## src/rtl/vga_timing_gen.sv

```systemverilog
// rtl/vga_timing_gen.sv - 640x480@60 Hz VGA raster timing generator
//
// Purpose:
//   Free-running horizontal/vertical counters with registered decode of scan
//   coordinates, visible-area flag, active-low syncs and line/frame strobes.
//   Every output is a flop loaded from the counter value of the same edge, so
//   ports lag the internal counters by exactly one clock.
//
// Ports:
//   vga_clk      in   1   pixel clock, the only clock
//   reset_n      in   1   asynchronous active-low reset
//   DrawX        out  10  current pixel column, 0..H_TOTAL-1
//   DrawY        out  10  current line, 0..V_TOTAL-1
//   blank        out  1   1 = visible pixel, 0 = porch/sync
//   hs           out  1   horizontal sync, active low
//   vs           out  1   vertical sync, active low
//   line_start   out  1   1-clk pulse when DrawX == 0
//   frame_start  out  1   1-clk pulse when DrawX == 0 && DrawY == 0
//
// Configuration macro:
//   VGA_SYNC_DELAY_EN - adds one register stage (reset value 1) on hs/vs so
//   they line up with a renderer's registered RGB output.

module vga_timing_gen #(
  parameter int unsigned H_VISIBLE = 640,
  parameter int unsigned H_FRONT   = 16,
  parameter int unsigned H_SYNC    = 96,
  parameter int unsigned H_BACK    = 48,
  parameter int unsigned V_VISIBLE = 480,
  parameter int unsigned V_FRONT   = 10,
  parameter int unsigned V_SYNC    = 2,
  parameter int unsigned V_BACK    = 33
) (
  input  logic       vga_clk,
  input  logic       reset_n,
  output logic [9:0] DrawX,
  output logic [9:0] DrawY,
  output logic       blank,
  output logic       hs,
  output logic       vs,
  output logic       line_start,
  output logic       frame_start
);

  localparam int unsigned H_TOTAL = H_VISIBLE + H_FRONT + H_SYNC + H_BACK;
  localparam int unsigned V_TOTAL = V_VISIBLE + V_FRONT + V_SYNC + V_BACK;

  // 10-bit copies of the boundaries so every compare is width-matched.
  localparam logic [9:0] H_LAST     = 10'(H_TOTAL - 1);
  localparam logic [9:0] V_LAST     = 10'(V_TOTAL - 1);
  localparam logic [9:0] H_VIS_END  = 10'(H_VISIBLE);
  localparam logic [9:0] V_VIS_END  = 10'(V_VISIBLE);
  localparam logic [9:0] HS_START   = 10'(H_VISIBLE + H_FRONT);
  localparam logic [9:0] HS_END     = 10'(H_VISIBLE + H_FRONT + H_SYNC);
  localparam logic [9:0] VS_START   = 10'(V_VISIBLE + V_FRONT);
  localparam logic [9:0] VS_END     = 10'(V_VISIBLE + V_FRONT + V_SYNC);

  logic [9:0] h_cnt_q, h_cnt_d;
  logic [9:0] v_cnt_q, v_cnt_d;

  logic [9:0] draw_x_q, draw_y_q;
  logic       blank_q, blank_d;
  logic       hs_q, hs_d;
  logic       vs_q, vs_d;
  logic       line_start_q, line_start_d;
  logic       frame_start_q, frame_start_d;

  logic       h_last, v_last;

  // Counter advance: wrap the column at end of line, step the row only on
  // the wrap, and wrap both together at end of frame.
  always_comb begin
    h_last  = (h_cnt_q == H_LAST);
    v_last  = (v_cnt_q == V_LAST);
    h_cnt_d = h_last ? 10'd0 : h_cnt_q + 10'd1;
    v_cnt_d = v_cnt_q;
    if (h_last) begin
      v_cnt_d = v_last ? 10'd0 : v_cnt_q + 10'd1;
    end
  end

  // Decode from the current counter value; the result is registered so the
  // ports carry the decode of the coordinate they also report.
  always_comb begin
    blank_d       = (h_cnt_q < H_VIS_END) && (v_cnt_q < V_VIS_END);
    hs_d          = !((h_cnt_q >= HS_START) && (h_cnt_q < HS_END));
    vs_d          = !((v_cnt_q >= VS_START) && (v_cnt_q < VS_END));
    line_start_d  = (h_cnt_q == 10'd0);
    frame_start_d = (h_cnt_q == 10'd0) && (v_cnt_q == 10'd0);
  end

  always_ff @(posedge vga_clk or negedge reset_n) begin
    if (!reset_n) begin
      h_cnt_q       <= 10'd0;
      v_cnt_q       <= 10'd0;
      draw_x_q      <= 10'd0;
      draw_y_q      <= 10'd0;
      blank_q       <= 1'b0;
      hs_q          <= 1'b1;
      vs_q          <= 1'b1;
      line_start_q  <= 1'b0;
      frame_start_q <= 1'b0;
    end else begin
      h_cnt_q       <= h_cnt_d;
      v_cnt_q       <= v_cnt_d;
      draw_x_q      <= h_cnt_q;
      draw_y_q      <= v_cnt_q;
      blank_q       <= blank_d;
      hs_q          <= hs_d;
      vs_q          <= vs_d;
      line_start_q  <= line_start_d;
      frame_start_q <= frame_start_d;
    end
  end

`ifdef VGA_SYNC_DELAY_EN
  // Extra sync stage; idles high so the connector sees no spurious pulse
  // coming out of reset.
  logic hs_dly_q, vs_dly_q;

  always_ff @(posedge vga_clk or negedge reset_n) begin
    if (!reset_n) begin
      hs_dly_q <= 1'b1;
      vs_dly_q <= 1'b1;
    end else begin
      hs_dly_q <= hs_q;
      vs_dly_q <= vs_q;
    end
  end

  assign hs = hs_dly_q;
  assign vs = vs_dly_q;
`else
  assign hs = hs_q;
  assign vs = vs_q;
`endif

  assign DrawX       = draw_x_q;
  assign DrawY       = draw_y_q;
  assign blank       = blank_q;
  assign line_start  = line_start_q;
  assign frame_start = frame_start_q;

endmodule

```

## config.mk

```make
export PLATFORM = sky130hd
export DESIGN_NAME = vga_timing_gen
export DESIGN_NICKNAME = d
export VERILOG_FILES = /design/src/rtl/vga_timing_gen.sv
export SDC_FILE = /design/constraint.sdc
export NUM_CORES = 1
export LEC_CHECK = 0
export ABC_AREA = 1
export BUFFER_PORTS_ARGS = -buffer_cell sky130_fd_sc_hd__clkbuf_2
export CAP_MARGIN = 25
export CORE_ASPECT_RATIO = 2
export CORE_MARGIN = 2
export CORE_UTILIZATION = 55
export DETAILED_ROUTE_END_ITERATION = 6
export MAX_ROUTING_LAYER = met4
export PLACE_DENSITY = 0.87
export SKIP_CTS_REPAIR_TIMING = 1
export SLEW_MARGIN = 20
export SYNTH_ARGS = -nofsm -noshare
export SYNTH_HDL_FRONTEND = slang
export SYNTH_SLANG_ARGS = --single-unit
```

## constraint.sdc

```tcl
create_clock -name vga_clk -period 1.7 [get_ports vga_clk]
set_input_delay 0.17 -clock vga_clk [delete_from_list [all_inputs] [get_ports vga_clk]]
set_output_delay 0.17 -clock vga_clk [all_outputs]
set_load 0.01 [all_outputs]
```

==> out/results.tsv <==
stage	metric	value	unit
worst_hold_path	min_from	h_cnt_q[1]	
synth	synth.ff_latch_count	45	
timing	fmax	660	MHz
grt	first_global_vias	1256	
synth	synth.avg_cell_area	9.99	um^2
grt	grt_antenna_before_repair	0	
clock_network	clock-sinks	45	
timing	timing.final.hold_violations	0	
clock_network	htree_levels	2	
cells_and_area	n_antenna_cell	0	
worst_hold_path	holdPathEnd	DrawX[1]	
synth	yosys.area_share.simple	26.0	%
placement	pre_cts_slack	187	ps
setup_path	rr_startpoint	h_cnt_q[0]	
clock_network	clk-insertion-delay-late	290	ps
routing	dr.pass1.iters	6	
setup_path	worstPathMaxFanout	8	
timing	clock_skew	4.05	ps
floorplan	io_pins	27	
timing	fin_crit_sh	89.1	%
synth	synth_fp_nets	195	
timing	relSlewSlack	65.0	%
timing	drv_slew	0	
routing	wl	3.53	mm
setup_path	r2r-end	v_cnt_q[3]	
clock_network	clk_pin_slew	70	ps
synth	synth_top_family_by_area	simple AND/OR/NAND/NOR gates	
placement	hpwl	2.59	mm
floorplan	chipWidth	45.4	um
synth	synthXorXnorAreaFrac	2.78	%
timing	rsz0062_at_grt	false	
setup_path	rrSetupSlack	190	ps
synth	synthAdderAreaFrac	2.65	%
floorplan	die_h	86.9	um
grt	grt_use_total	20.8	%
synth	yosysWarnings	0	
synth	synthFlopType	dfrtp_1	
routing	ant_nets	0	
cells_and_area	drive_above_1_share	24.4	%
grt	grt_overflow	0	
run_status	outcome	complete, no violations	
clock_network	clock_path_buffers	2	
timing	setup_violations	0	
setup_path	r2r_cells	5	
clock_network	cts-buffers-inserted	5	
routing	via_per_inst	5.32	
cells_and_area	nNetsFinal	231	
setup_path	critPathLaunchType	register	
timing	min_period	1510	ps
synth	synth_enable_flop_cells	0	
worst_hold_path	hold_path_class	reg2reg	
grt	grt_max_degree	46	
setup_path	critical_path_class	reg2reg	
floorplan	rows	30	
floorplan	initial_core_util	56.5	%
routing	drcViolationCount	0	
routing	routedWlPerCell	13.7	um
timing	setup_tns	0	ps
clock_network	cts.root.buffer_cell	clkbuf_8	
synth	synth_mux_area_share	0	%
floorplan	dieArea	0.00395	mm^2
routing	first_iter_violations	51	
synth	syn_area	0.00189	mm^2
setup_path	endpoint_kind	register	
timing	worst_pin_slew	524	ps
power_and_ir_drop	cellLeakagePower	1.15	nW
power_and_ir_drop	powerDensity	798	mW/mm^2
placement	io_buffers	26	
cells_and_area	mostFrequentLayoutCell	dfrtp_1	
clock_network	cts_tree	yes	
synth	synthArstFlopShare	100	%
timing	hold_ws	453	ps
worst_hold_path	min_path_cells	0	
job	max_cap_viol_count	0	
synth	yosysSeqAreaShare	59.8	%
synth	synth.distinct_cells	27	
grt	grt_pass1_wl	5.62	mm
cells_and_area	fin_util	64.9	%
synth	synth-compound-area-share	3.58	%
synth	syn_inst	189	
setup_path	cp.arrival	1700	ps
floorplan	coreArea	0.00334	mm^2
placement	place_congestion	0.869	
routing	vias	1368	
setup_path	required	1880	ps
cells_and_area	area_growth	14.9	%
power_and_ir_drop	ir_drop	0.617	mV
setup_path	critPathLaunch	h_cnt_q[0]	
cells_and_area	final_cell_mix	dfrtp_1, nand2_1, nor2_1, clkbuf_2, inv_1	
timing	timing.final.ws_setup	185	ps
## layer usage
metal / global-route usage (%) / routed length (um)
met5: - / 0
met2: 35.3 / 2030
met4: 11.5 / 121
met3: 4.98 / 119
met1: 20.5 / 1260
## registers in the layout (all words and copies together), names as in the netlist
register	count
v_cnt_q	10
vs	1
DrawY	10
line_start	1
DrawX	10
h_cnt_q	10
frame_start	1
blank	1
hs	1
## power by group
group / switching, mW / internal [mW]
Sequential: 0 / 1.07
Clock: 0.316 / 0.322
Combinational: 0.0191 / 0.00381
Total: 0.336 / 1.40
## per-stage QoR
| stage | power (mW) | cell area (um^2) | std cells |
|---|---|---|---|
| after global placement | 1.11 | 2070 | 249 |
| after global routing | 1.80 | 2170 | 257 |
| final | 1.73 | 2170 | 257 |
| after CTS | 1.75 | 2160 | 256 |
| after floorplan | 1.09 | 1890 | 189 |
| after detailed placement | 1.11 | 2070 | 249 |
## synth_stat cells (3+ instances only)
master | instances | area share [%]
ha_1 | 4 | 2.7
nor3_1 | 4 | 1.1
dfrtp_1 | 43 | 57
o21ai_0 | 6 | 1.6
nand3_1 | 13 | 3.4
nand2_1 | 30 | 6.0
nor2_1 | 26 | 5.2
nand2_2 | 4 | 1.3
nor2_2 | 4 | 1.3
nand4_1 | 4 | 1.3
a21oi_1 | 3 | 0.79
inv_1 | 24 | 4.8
xor2_1 | 4 | 1.9
## critical path, stage by stage, from the launching register on
cell     delay (ps)
dfrtp_1         430
ha_1            260
nand3_4         160
nor3_4          340
or2_2           160
nand2_1          50
## cell type report
type	count	area (um^2)
sequential	45	1130
multi-input combinational	118	662
tap	32	40.0
timing repair buffer	29	155
fill	266	1170
inverter	26	97.6
clock buffer	7	86.3
## worst max-delay path by stage
stage                       to  slack [ps]
detailed placement  v_cnt_q[3]         190
finish              v_cnt_q[3]         190
global placement    v_cnt_q[3]         200
global route        v_cnt_q[9]          30
floorplan           v_cnt_q[3]         370
CTS                 v_cnt_q[3]         170
## kinds of logic (layout without fill, tap and decap cells)
kind of cell | Yosys count | in the layout
buffers and inverters | 26 | 62
AND/OR/NAND/NOR | 96 | 96
XOR/XNOR | 6 | 6
flip-flops | 45 | 45
adder cells (fa/ha/maj) | 4 | 4
AO/OA/AOI/OAI | 12 | 12
(Power assumes the default switching activity.)
